**config.mk**
```make
export PLATFORM = sky130hd
export DESIGN_NAME = mc_maindec
export DESIGN_NICKNAME = d
export VERILOG_FILES = /design/src/rtl/mc_maindec.sv
export SDC_FILE = /design/constraint.sdc
export NUM_CORES = 1
export LEC_CHECK = 0
export ABC_CLOCK_PERIOD_IN_PS = 1200
export BUFFER_PORTS_ARGS = -buffer_cell sky130_fd_sc_hd__buf_2
export CORE_MARGIN = 3
export CORE_UTILIZATION = 37
export DETAILED_ROUTE_END_ITERATION = 8
export MAX_ROUTING_LAYER = met4
export PLACE_DENSITY = 0.73
export SLEW_MARGIN = 20
export SYNTH_ARGS = -nofsm -noshare
export SYNTH_HDL_FRONTEND = slang
export SYNTH_SLANG_ARGS = --single-unit
```
**constraint.sdc**
```tcl
create_clock -name clk -period 1.2 [get_ports clk]
set_input_delay 0.18 -clock clk [delete_from_list [all_inputs] [get_ports clk]]
set_output_delay 0.18 -clock clk [all_outputs]
set_load 0.05 [all_outputs]
```
**src/rtl/mc_maindec.sv**
```systemverilog
// Multicycle MIPS main controller: Moore FSM sequencing fetch/decode/execute/
// memory/writeback with a memory ready/request handshake and illegal-op trap.
module mc_maindec #(
  parameter bit EN_BNE = 1'b1,
  parameter bit EN_ORI = 1'b1
) (
  input  logic       clk,
  input  logic       reset,
  input  logic [5:0] op,
  input  logic       mem_ready,
  output logic       mem_req,
  output logic       iord,
  output logic       irwrite,
  output logic       pcwrite,
  output logic       branch,
  output logic       branchne,
  output logic       memwrite,
  output logic       regwrite,
  output logic       regdst,
  output logic       memtoreg,
  output logic       alusrca,
  output logic [1:0] alusrcb,
  output logic       zeroext,
  output logic [1:0] pcsrc,
  output logic [1:0] aluop,
  output logic       illegal,
  output logic [3:0] state
);

  typedef enum logic [3:0] {
    FETCH   = 4'd0,
    DECODE  = 4'd1,
    MEMADR  = 4'd2,
    MEMRD   = 4'd3,
    MEMWB   = 4'd4,
    MEMWR   = 4'd5,
    RTYPEEX = 4'd6,
    RTYPEWB = 4'd7,
    BEQEX   = 4'd8,
    ADDIEX  = 4'd9,
    IMMWB   = 4'd10,
    JEX     = 4'd11,
    BNEEX   = 4'd12,
    ORIEX   = 4'd13,
    ILLEGAL = 4'd15
  } state_t;

  state_t cur, nxt;

  assign state = cur;

  // State register; reset aborts any instruction in flight and restarts at fetch.
  always_ff @(posedge clk or posedge reset) begin
    if (reset) cur <= FETCH;
    else       cur <= nxt;
  end

  // Next-state and Moore decode; only the fetch strobes also see mem_ready,
  // so the PC advances exactly once per fetch however long memory stalls.
  always_comb begin
    nxt      = FETCH;
    mem_req  = 1'b0;
    iord     = 1'b0;
    irwrite  = 1'b0;
    pcwrite  = 1'b0;
    branch   = 1'b0;
    branchne = 1'b0;
    memwrite = 1'b0;
    regwrite = 1'b0;
    regdst   = 1'b0;
    memtoreg = 1'b0;
    alusrca  = 1'b0;
    alusrcb  = 2'b00;
    zeroext  = 1'b0;
    pcsrc    = 2'b00;
    aluop    = 2'b00;
    illegal  = 1'b0;
    case (cur)
      FETCH: begin
        mem_req = 1'b1;
        alusrcb = 2'b01;
        irwrite = mem_ready;
        pcwrite = mem_ready;
        nxt     = mem_ready ? DECODE : FETCH;
      end
      DECODE: begin
        alusrcb = 2'b11;
        case (op)
          6'b000000: nxt = RTYPEEX;
          6'b100011: nxt = MEMADR;
          6'b101011: nxt = MEMADR;
          6'b000100: nxt = BEQEX;
          6'b001000: nxt = ADDIEX;
          6'b000010: nxt = JEX;
          6'b000101: nxt = EN_BNE ? BNEEX : ILLEGAL;
          6'b001101: nxt = EN_ORI ? ORIEX : ILLEGAL;
          default:   nxt = ILLEGAL;
        endcase
      end
      MEMADR: begin
        alusrca = 1'b1;
        alusrcb = 2'b10;
        nxt     = (op == 6'b100011) ? MEMRD : MEMWR;
      end
      MEMRD: begin
        mem_req = 1'b1;
        iord    = 1'b1;
        nxt     = mem_ready ? MEMWB : MEMRD;
      end
      MEMWB: begin
        regwrite = 1'b1;
        memtoreg = 1'b1;
      end
      MEMWR: begin
        mem_req  = 1'b1;
        iord     = 1'b1;
        memwrite = 1'b1;
        nxt      = mem_ready ? FETCH : MEMWR;
      end
      RTYPEEX: begin
        alusrca = 1'b1;
        aluop   = 2'b10;
        nxt     = RTYPEWB;
      end
      RTYPEWB: begin
        regwrite = 1'b1;
        regdst   = 1'b1;
      end
      BEQEX: begin
        alusrca = 1'b1;
        aluop   = 2'b01;
        pcsrc   = 2'b01;
        branch  = 1'b1;
      end
      BNEEX: begin
        alusrca  = 1'b1;
        aluop    = 2'b01;
        pcsrc    = 2'b01;
        branchne = 1'b1;
      end
      ADDIEX: begin
        alusrca = 1'b1;
        alusrcb = 2'b10;
        nxt     = IMMWB;
      end
      ORIEX: begin
        alusrca = 1'b1;
        alusrcb = 2'b10;
        aluop   = 2'b11;
        zeroext = 1'b1;
        nxt     = IMMWB;
      end
      IMMWB: regwrite = 1'b1;
      JEX: begin
        pcsrc   = 2'b10;
        pcwrite = 1'b1;
      end
      ILLEGAL: illegal = 1'b1;
      default: nxt = FETCH;
    endcase
  end

endmodule

```
==> summary.md, run 1 <==
| Metric | Value |
|---|---|
| Simple-Gate Fraction of Synth Area | approximately 47% |
| CTS-repair resized insts | 59 |
| XOR/XNOR share of the synthesized area | around 5% |
| Avg Inst Size Synth | roughly 6.4 µm² |
| Post-Synth Adder-Cell Area | 0% |
| CTS Hold Buffers Added | 1 |
| Placed Cells | 156 |
| GP Congestion | a little under 0.9 |
| HPWL Detailed | approximately 1600 µm |
| Io pins | 32 |
| Post-CTS setup buffers | 5 |
| CTS Root Cell | clkbuf_4 |
| Syn nets | 93 |
| Mux contribution to synthesized area | between 2 and 2.5% |
| Clock Sinks | 4 |
| Area contributors post-synth | dfrtp_1 19%, nor2_1 9.7%, nor3_1 9.3% |
| Run Error | [ERROR DPL-0038] Utilization greater than 100%, impossible to legalize |
| # port buffers | 31 |
| Initial Utilization | around 41% |
| H-tree depth | 1 |
| Die W | between 40 and 50 µm |
| Top cell type's share of synthesized area | 18.5% |
| Largest family of logic cells by synthesized area | simple AND/OR/NAND/NOR gates |
| Count of cell types in the netlist | 26 |
| Mapped Cells | 84 |
| Cell taking the most area after synthesis | dfrtp_1 |
| #FFs+latches synth | 4 |
| Fail Step | clock tree synthesis (4_1_cts) |
| Placement row count | 13 |
| Synth warn | 0 |
| Mapped Area | 541 µm² |
| Max clock buf depth | 2 |
| Num CTS Buffers | 3 |
| Status | aborted with a tool error |
| Post-synthesis sequential area ratio | between 10% and 20% |
| Compound-cell area share of the yosys netlist | approximately a fifth |
| Die height | approximately 44 µm |
-- metrics by stage --
stage | instance area (µm²) | setup WS (ps) | setup TNS, ps | hold WS (ps) | util (%)
global placement | 1130 | -292 | -3860 | 62.6 | 84.8
detailed placement | 1130 | -305 | -4160 | 64.4 | 84.8
floorplan | 795 | -462 | -6130 | -54.1 | -
-- kinds of logic after synthesis --
logic type,count (synthesis)
AND/OR/NAND/NOR,50
AO/OA/AOI/OAI,18
buffers and inverters,8
flip-flops,4
XOR/XNOR,3
multiplexers,1
-- cells in the mapped netlist (all sizes together) --
cell and n:
nor2 14, nor3 10, nand2 8, a21oi 5, dfrtp 4, nand2b 4
nand3 4, nor2b 4, o21ai 4, buf 3, clkbuf 3, o22ai 3
xnor2 3, inv 2, o21a 2, o311ai 2, or4 2, and2b 1
mux2 1, nor3b 1, nor4 1, o211ai 1, o221a 1, or3 1
==> run 2: changes to the inputs <==
==> config.mk (replaced) <==
export PLATFORM = sky130hd
export DESIGN_NAME = mc_maindec
export DESIGN_NICKNAME = d
export VERILOG_FILES = /design/src/rtl/mc_maindec.sv
export SDC_FILE = /design/constraint.sdc
export NUM_CORES = 1
export LEC_CHECK = 0
export ABC_CLOCK_PERIOD_IN_PS = 1550
export BUFFER_PORTS_ARGS = -buffer_cell sky130_fd_sc_hd__buf_2
export CORE_AREA = 3 3 64 66
export DETAILED_ROUTE_END_ITERATION = 8
export DIE_AREA = 0 0 67 69
export PLACE_DENSITY_LB_ADDON = 0.15
export SLEW_MARGIN = 20
export SYNTH_ARGS = -nofsm -noshare
export SYNTH_HDL_FRONTEND = slang
export SYNTH_SLANG_ARGS = --single-unit
==> constraint.sdc (replaced) <==
create_clock -name clk -period 1.55 [get_ports clk]
set_input_delay 0.2325 -clock clk [delete_from_list [all_inputs] [get_ports clk]]
set_output_delay 0.2325 -clock clk [all_outputs]
set_load 0.05 [all_outputs]
==> summary.md, run 2 <==
| Metric | Value |
|---|---|
| Status | finished, violations left |
| Failing checks | setup timing |
| Worst Setup SP | state[1]$_DFF_PP0_ |
| Post-synth EDFFs | 0 (unchanged) |
| # port buffers | 31 (unchanged) |
| R2R depth | 5 |
| First-pass GRT wire length | around 3800 µm |
| Buf+Inv Stages, Crit Path | 3 |
| Vias per cell | 4.30 |
| CTS tree | built |
| Fillers | between 300 and 400 |
| Max incr delay on CP | ~410 ps |
| Core Footprint | 3630 µm² |
| Max-Cap Viols | 0 |
| Endpoint, Worst Hold | state[2]$_DFF_PP0_ |
| Crit path max-delay family | flip-flops |
| Asr flop ratio synth | 100% (unchanged) |
| Most used cell, CP | buf_6 |
| Required time of the critical path | between 1000 and 1500 ps |
| Die area | 4620 µm² |
| Period utilization | 105% |
| CP max-delay cell | dfrtp_2 |
| Largest net degree at the start of global routing | 12 |
| Clk_skew | around 0.67 ps |
| Drt drc | 0 |
| Mapped Area | 541 µm² (unchanged) |
| Max_slew headroom | a little over two thirds |
| Avg Inst Size Synth | 6.43 µm² (unchanged) |
| Initial Utilization | 14.9% (-26 points) |
| Die W | 67 µm (+52%) |
| GP Congestion | 0.755 (-13%) |
| Final Setup Violations | 6 |
| Mux contribution to synthesized area | 2.08% (unchanged) |
| Clock transition at path regs | 30 ps |
| Final ANT Viol Nets | 0 |
| Final Core Density | between 30 and 40% |
| Antenna fix cells | 0 |
| HPWL Detailed | 1710 µm (+5.2%) |
| Placement row count | 22 (+9) |
| Largest family of logic cells by synthesized area | simple AND/OR/NAND/NOR gates |
| NumNets Final | 152 |
| H-tree depth | 1 (unchanged) |
| RSZ-0062 raised after global routing | true |
| Vias | ~810 |
| Max reg flops | 4 |
| Fraction of layout cells with a size suffix above 1 | around 74% |
| Most frequent cells in the layout | 22 x buf_6, 21 x buf_4, 12 x buf_2 |
| All-Layer GR Usage | between 10% and 20% |
| CP Max Fanout | 6 |
| Critical R2R Launch | state[0]$_DFF_PP0_ |
| XOR/XNOR share of the synthesized area | 4.86% (unchanged) |
| Mapped Cells | 84 (unchanged) |
| Clock Sinks | 4 (unchanged) |
| CP cell instances | buf_6 -> buf_6 -> nand2_4 -> mux2_4 -> nor2_4 -> buf_8 |
| Drt pass-1 iters | 4 |
| Final wirelength | around 2200 µm |
| Hold depth | 3 |
| Skew-Pair Late Insertion Delay | about 220 ps |
| Reg2reg end | state[0]$_DFF_PP0_ |
| Initial antenna violation count | 0 |
| Setup slack, reg-to-reg | roughly 60 ps |
| CP arrival | about 1400 ps |
| HP Start | op[0] |
| Commonest non-fill, non-tap cell in the layout | buf_6 |
| CTS Root Cell | clkbuf_8 |
| Worst Tran Pin Value | approximately 440 ps |
| Number of global-route vias before repair | roughly 840 |
| Class of the worst hold path | input port to register |
| Placed Cells | 177 (+13%) |
| Setup TNS after final layout | -192 ps |
| Post-synth top flop | dfrtp_1 |
| Fin crit period | 1630 ps |
| Simple-Gate Fraction of Synth Area | 46.8% (unchanged) |
| Die height | 69 µm (+56%) |
| Area contributors post-synth | dfrtp_1 19%, nor2_1 9.7%, nor3_1 9.3% |
| Area grow syn2layout | 164% |
| CP Class | register to primary output |
| Syn nets | 93 (unchanged) |
| Initial DRC count | 15 |
| Num CTS Buffers | 3 (unchanged) |
| Place WS | 17.8 ps (+323 ps) |
| Most common cell in the netlist | nor2_1 |
| #FFs+latches synth | 4 (unchanged) |
| Cell taking the most area after synthesis | dfrtp_1 |
| Top cell type's share of synthesized area | 18.5% (unchanged) |
| Crit end category | primary output |
| Count of cell types in the netlist | 26 (unchanged) |
| Final std cells w/o fill | 189 |
| Synth top cells by count | 14 x nor2_1, 10 x nor3_1, 8 x nand2_1, 5 x a21oi_1 |
| Max clock buf depth | 2 (unchanged) |
| Synth warn | 0 (unchanged) |
| Compound-cell area share of the yosys netlist | 21.3% (unchanged) |
| Post-Synth Adder-Cell Area | 0% (unchanged) |
| Fin. max-slew vios | 0 |
| Post-route setup slack | -77.6 ps |
| Drt wl/cell | roughly 11 µm |
| Io pins | 32 (unchanged) |
| Critical Path Start Type | register |
| Post-synthesis sequential area ratio | 18.5% (unchanged) |
| Fmax | between 0.6 and 0.7 GHz |
| GR Overflow Total | 0 |
| Fin. Hold Viols | 0 |
## run 2: cell counts after synthesis
Identical to the previous run, type by type.
## run 2: per-stage QoR
stage	area (µm²)	hold WS [ps]
3_5_place_dp	1070	125
4_1_cts	1350	396
6_report	1430	425
2_1_floorplan	779	-1.37
5_1_grt	1430	455
3_3_place_gp	1070	114
## run 2: worst max path at each step
stage               to  slack (ps)  cells after the start
2_1_floorplan  pcwrite        -170                      5
3_3_place_gp   pcwrite          10                      5
3_5_place_dp    branch          20                      3
4_1_cts        pcwrite         -90                      6
5_1_grt        pcwrite        -140                      6
6_report       pcwrite         -80                      6
## run 2: metal layers
layer | vias up | share of wire (%) | global-route usage [%]
li1 | 417 | - | -
met1 | 367 | 42 | 12.3
met2 | 26 | 52 | 17.6
met3 | 2 | 4.6 | 0.489
met4 | 0 | 0.88 | 4.73
met5 | - | 0 | 0
## run 2: repair_timing
action | CTS | global route
endpoints found under the setup margin | 19 | 18
setup buffers | 8 | 0
gates cloned | 0 | 0
hold buffers | 1 | 0
gates resized for setup | 48 | 21
hold endpoints to repair | 4 | 0
pin swaps | 4 | 4
## run 2: cell families after synthesis
kind of cell / after synthesis
flip-flops: 4
AO/OA/AOI/OAI: 18
buffers and inverters: 8
XOR/XNOR: 3
multiplexers: 1
AND/OR/NAND/NOR: 50
## run 2: final cells by class
type	instances	area [µm²]	area share [%]
clock buffer	3	41.3	2.89
sequential	4	105	7.37
timing repair buffer	60	541	37.9
tap	48	60.1	4.21
multi-input combinational	72	672	47.1
inverter	2	7.51	0.526
## run 2: tightest hold or removal path, cell delays in order
cell and delay [ps]:
buf_2 140, nor3_1 70, o22ai_1 150
Power of run 2 is left out: the tool's default activity adds up to more than one toggle a clock period on the data nets, which glitch-free logic cannot reach.
==> run 3: changes to the inputs <==
--- a/config.mk
+++ b/config.mk
@@ -5,7 +5,7 @@
 export SDC_FILE = /design/constraint.sdc
 export NUM_CORES = 1
 export LEC_CHECK = 0
-export ABC_CLOCK_PERIOD_IN_PS = 1550
+export ABC_CLOCK_PERIOD_IN_PS = 1400
 export BUFFER_PORTS_ARGS = -buffer_cell sky130_fd_sc_hd__buf_2
 export CORE_AREA = 3 3 64 66
 export DETAILED_ROUTE_END_ITERATION = 8
==> constraint.sdc (replaced) <==
create_clock -name clk -period 1.4 [get_ports clk]
set_input_delay 0.21 -clock clk [delete_from_list [all_inputs] [get_ports clk]]
set_output_delay 0.21 -clock clk [all_outputs]
set_load 0.05 [all_outputs]
==> summary.md, run 3 (synthesis results as in run 2) <==
| Metric | Value |
|---|---|
| CP Max Fanout | 6 (unchanged) |
| Area grow syn2layout | 199% |
| Class of the worst hold path | input port to register |
| Status | finished, violations left |
| Fin crit period | 1570 ps |
| Clock Sinks | 4 (unchanged) |
| CTS tree | built |
| Vias per cell | 4.20 (-2.3%) |
| Commonest non-fill, non-tap cell in the layout | buf_6 |
| Antenna fix cells | 0 (unchanged) |
| Required time of the critical path | 1190 ps (-130 ps) |
| Die area | 4620 µm² (unchanged) |
| H-tree depth | 1 (unchanged) |
| Crit end category | primary output |
| Initial antenna violation count | 0 (unchanged) |
| Io pins | 32 (unchanged) |
| CTS Root Cell | clkbuf_8 |
| Drt wl/cell | 11.0 µm (-4.3%) |
| Core Footprint | 3630 µm² (unchanged) |
| RSZ-0062 raised after global routing | true |
| Die W | 67 µm (unchanged) |
| Drt pass-1 iters | 3 (-1) |
| Num CTS Buffers | 3 (unchanged) |
| Clk_skew | 1.69 ps (+1.02 ps) |
| Max clock buf depth | 2 (unchanged) |
| Critical Path Start Type | register |
| Initial DRC count | 6 (-9) |
| Max incr delay on CP | 430 ps (+20 ps) |
| Final wirelength | 2230 µm (+2.8%) |
| NumNets Final | 166 (+9.2%) |
| Initial Utilization | 14.9% (unchanged) |
| GP Congestion | 0.709 (-6.0%) |
| Worst Tran Pin Value | 409 ps (-31.4 ps) |
| Final Setup Violations | 19 (+13) |
| Placement row count | 22 (unchanged) |
| Post-route setup slack | -167 ps (-89.5 ps) |
| CP Class | register to primary output |
| Most frequent cells in the layout | 37 x buf_6, 24 x buf_4, 10 x nor2_4, 10 x buf_2, 5 x nor3_4 |
| Max reg flops | 4 (unchanged) |
| Skew-Pair Late Insertion Delay | 210 ps (about the same) |
| Worst hold slack | 395 ps (-29.7 ps) |
| CP max-delay cell | dfrtp_2 |
| HPWL Detailed | 1740 µm (+1.7%) |
| Final ANT Viol Nets | 0 (unchanged) |
| Drt drc | 0 (unchanged) |
| Failing checks | setup timing |
| First-pass GRT wire length | 3980 µm (+5.5%) |
| Largest net degree at the start of global routing | 14 (+2) |
| CP cell instances | nor2_1 -> nand2_1 -> mux2_4 -> nor2_4 -> buf_6 |
| Clock transition at path regs | 30 ps (about the same) |
| # port buffers | 31 (unchanged) |
| All-Layer GR Usage | 10.5% (+0.39 points) |
| Period utilization | 112% |
| Vias | 852 (+4.9%) |
| Number of global-route vias before repair | 895 (+6.0%) |
| Fmax | ~0.64 GHz |
| Fin. max-slew vios | 0 (unchanged) |
| Fraction of layout cells with a size suffix above 1 | 78.7% (+4.2 points) |
| Max-Cap Viols | 0 (unchanged) |
| Max_slew headroom | 72.4% (+2.1 points) |
| GR Overflow Total | 0 (unchanged) |
| CP arrival | 1360 ps (-40 ps) |
| Die height | 69 µm (unchanged) |
| Fin. Hold Viols | 0 (unchanged) |
## run 3: repair_timing
action | in CTS | in global routing
endpoints found under the hold margin | 4 | 0
hold buffers | 1 | 0
endpoints found under the setup margin | 23 | 24
resized for setup | 75 | 19
pin swaps | 10 | 10
setup buffers | 15 | 1
## run 3: critical path: cells and delay by family, from the launching register on
family,cells,cell delay [ps]
buf+inv,1,160
flops,1,430
mux,1,280
simple gates,3,260
## run 3: per-stage QoR
stage / setup TNS (ps) / instance area (µm²) / cells / worst slack [ps] / util [%]
detailed placement: -1260 / 1130 / 184 / -150 / 31.0
CTS: -2190 / 1550 / 203 / -192 / 42.7
global placement: -1110 / 1130 / 184 / -130 / 31.0
global route: -2880 / 1620 / 203 / -252 / 44.5
floorplan: -2830 / 779 / 84 / -294 / -
finish: -1800 / 1620 / 203 / -167 / 44.5
## run 3: cell type report
| type | instances | area [µm²] |
|---|---|---|
| repair buffers | 74 | 687 |
| flip-flops and latches | 4 | 108 |
| well taps | 48 | 60.1 |
| inverters | 2 | 7.51 |
| multi-input cells | 72 | 714 |
| fillers | 375 | 2020 |
| clock buffers | 3 | 41.3 |
## run 3: layer usage
layer	up-vias	share of wire, %	track usage, %
li1	442	-	-
met1	389	44	13.5
met2	21	53	18.2
met3	0	3.3	0.489
met4	0	0	3.38
met5	-	0	0
## run 3: path summary, 6_finish.rpt
| check | from | end | cells past startpoint | slack [ps] |
|---|---|---|---|---|
| setup / recovery | state[0]$_DFF_PP0_ | pcwrite | 5 | -170 |
| hold / removal | mem_ready | state[0]$_DFF_PP0_ | 4 | 400 |
| setup reg to reg | state[1]$_DFF_PP0_ | state[0]$_DFF_PP0_ | 4 | 30 |
| hold reg to reg | state[3]$_DFF_PP0_ | state[0]$_DFF_PP0_ | 2 | 750 |
| max in group asynchronous | reset | state[3]$_DFF_PP0_ | 3 | 820 |
| min in group asynchronous | reset | state[3]$_DFF_PP0_ | 3 | 420 |
Power of run 3 is left out for the same reason.
==> run 4: changes to the inputs <==
--- a/config.mk
+++ b/config.mk
@@ -7,6 +7,8 @@
 export LEC_CHECK = 0
 export ABC_CLOCK_PERIOD_IN_PS = 1400
 export BUFFER_PORTS_ARGS = -buffer_cell sky130_fd_sc_hd__buf_2
+export CELL_PAD_IN_SITES_DETAIL_PLACEMENT = 0
+export CELL_PAD_IN_SITES_GLOBAL_PLACEMENT = 2
 export CORE_AREA = 3 3 64 66
 export DETAILED_ROUTE_END_ITERATION = 8
 export DIE_AREA = 0 0 67 69
==> summary.md, run 4 (synthesis results as in run 2) <==
| Metric | Value |
|---|---|
| Critical Path Start Type | register |
| GR Overflow Total | 0 (unchanged) |
| Drt wl/cell | 12.4 µm (+13%) |
| Final ANT Viol Nets | 0 (unchanged) |
| Design area | 1600 µm² (-1.2%) |
| CP arrival | 1390 ps (+30 ps) |
| Status | finished, violations left |
| CP cell instances | nand2b_4 -> nor2_4 -> nor2_4 -> o21ai_4 -> buf_6 |
| Max clock buf depth | 2 (unchanged) |
| Required time of the critical path | 1190 ps (about the same) |
| Io pins | 32 (unchanged) |
| NumNets Final | 160 (-3.6%) |
| Fraction of layout cells with a size suffix above 1 | 78.5% (-0.19 points) |
| Setup slack, reg-to-reg | -10 ps (-40 ps) |
| Placement Cell Area | 1110 µm² (-1.6%) |
| Antenna fix cells | 0 (unchanged) |
| CP max-delay cell | dfrtp_2 |
| Skew-Pair Late Insertion Delay | 220 ps (about the same) |
| H-tree depth | 1 (unchanged) |
| CTS tree | built |
| Most used cell, CP | nor2_4 |
| First-pass GRT wire length | 4200 µm (+5.6%) |
| Final wirelength | 2440 µm (+9.5%) |
| Num CTS Buffers | 3 (unchanged) |
| Initial Utilization | 14.9% (unchanged) |
| Max_slew headroom | 68.4% (-4.0 points) |
| Fin crit period | 1600 ps (+36.5 ps) |
| Die area | 4620 µm² (unchanged) |
| Vias per cell | 4.43 (+5.5%) |
| Buf+Inv Stages, Crit Path | 1 (unchanged) |
| Most frequent cells in the layout | 36 x buf_6, 17 x buf_4, 11 x nor2_4 |
| Largest net degree at the start of global routing | 8 (-6) |
| Fin. Hold Viols | 0 (unchanged) |
| Initial antenna violation count | 0 (unchanged) |
| CP Max Fanout | 7 (+1) |
| CP Class | register to primary output |
| Crit end category | primary output |
| CTS Root Cell | clkbuf_8 |
| HP Start | mem_ready |
| Clock transition at path regs | 30 ps (about the same) |
| Endpoint, Worst Hold | state[0]$_DFF_PP0_ |
| Initial DRC count | 11 (+5) |
| Area grow syn2layout | 196% |
| Critical R2R Launch | state[0]$_DFF_PP0_ |
| Vias | 872 (+2.3%) |
| All-Layer GR Usage | 11.5% (+0.99 points) |
| Clk_skew | 0.805 ps (-0.884 ps) |
| Final Setup Violations | 21 (+2) |
| Post-route setup slack | -204 ps (-36.5 ps) |
| Drt pass-1 iters | 4 (+1) |
| Reg2reg end | state[2]$_DFF_PP0_ |
| Period utilization | 115% (+2.6 points) |
| Number of global-route vias before repair | 918 (+2.6%) |
| R2R depth | 6 (+2) |
| Commonest non-fill, non-tap cell in the layout | buf_6 |
| Die height | 69 µm (unchanged) |
| Max reg flops | 4 (unchanged) |
| RSZ-0062 raised after global routing | true |
| Die W | 67 µm (unchanged) |
| Setup TNS after final layout | -2180 ps (-382 ps) |
| Max incr delay on CP | 460 ps (+30 ps) |
| HPWL Detailed | 1800 µm (+3.3%) |
| Placement row count | 22 (unchanged) |
| Worst Tran Pin Value | 469 ps (+60.2 ps) |
| Crit path max-delay family | flip-flops |
| Place WS | -162 ps (-12.4 ps) |
| # port buffers | 31 (unchanged) |
| Failing checks | setup timing |
| Fmax | 0.624 GHz (-2.3%) |
| Clock Sinks | 4 (unchanged) |
| Hold depth | 4 (unchanged) |
| Core Footprint | 3630 µm² (unchanged) |
| Fin. max-slew vios | 0 (unchanged) |
| GP Congestion | 0.820 (+16%) |
| Class of the worst hold path | input port to register |
| Drt drc | 0 (unchanged) |
| Max-Cap Viols | 0 (unchanged) |
-- run 4: worst reg2reg max path, stage by stage (launching register included) --
cell and delay (ps):
dfrtp_2 460, nand2b_4 210, buf_6 140, buf_6 110, o21a_1 100, o221a_2 230, o22ai_2 80
-- run 4: how the worst max path moves through the flow --
stage / startpoint / to / slack [ps] / cells past startpoint
2_1_floorplan: state[0]$_DFF_PP0_ / pcwrite / -290 / 5
3_3_place_gp: state[0]$_DFF_PP0_ / alusrcb[1] / -140 / 5
3_5_place_dp: state[0]$_DFF_PP0_ / alusrcb[1] / -160 / 5
4_1_cts: state[0]$_DFF_PP0_ / aluop[1] / -220 / 5
5_1_grt: state[0]$_DFF_PP0_ / pcwrite / -250 / 5
6_report: state[0]$_DFF_PP0_ / alusrcb[1] / -200 / 5
-- run 4: per-stage QoR --
stage | std cells | utilization (%) | hold slack, ps
after CTS | 196 | 42.7 | 394
after global placement | 180 | 30.5 | 111
after floorplan | 84 | - | -23.9
after detailed placement | 180 | 30.5 | 106
final | 197 | 44.0 | 410
after global routing | 197 | 44.0 | 447
-- run 4: per-layer routing --
metal  wire length [µm]  global-route usage [%]  part of all wire, %
met4                 20                    1.80                 0.82
met2               1230                    17.6                   50
met1               1080                    16.0                   44
met5                  0                       0                    0
met3                111                    3.42                  4.5
-- run 4: repair_timing --
item / 4_1_cts / 5_1_grt
resized for setup: 80 / 12
hold endpoints to repair: 4 / 0
hold buffers: 1 / 0
pin swaps: 14 / 8
setup buffers: 13 / 1
endpoints found under the setup margin: 23 / 22
-- run 4: cell type report --
class,count,area [µm²]
well taps,48,60.1
multi-input cells,72,722
flip-flops and latches,4,105
fillers,377,2030
repair buffers,68,663
inverters,2,7.51
clock buffers,3,41.3
Power of run 4 is left out for the same reason.
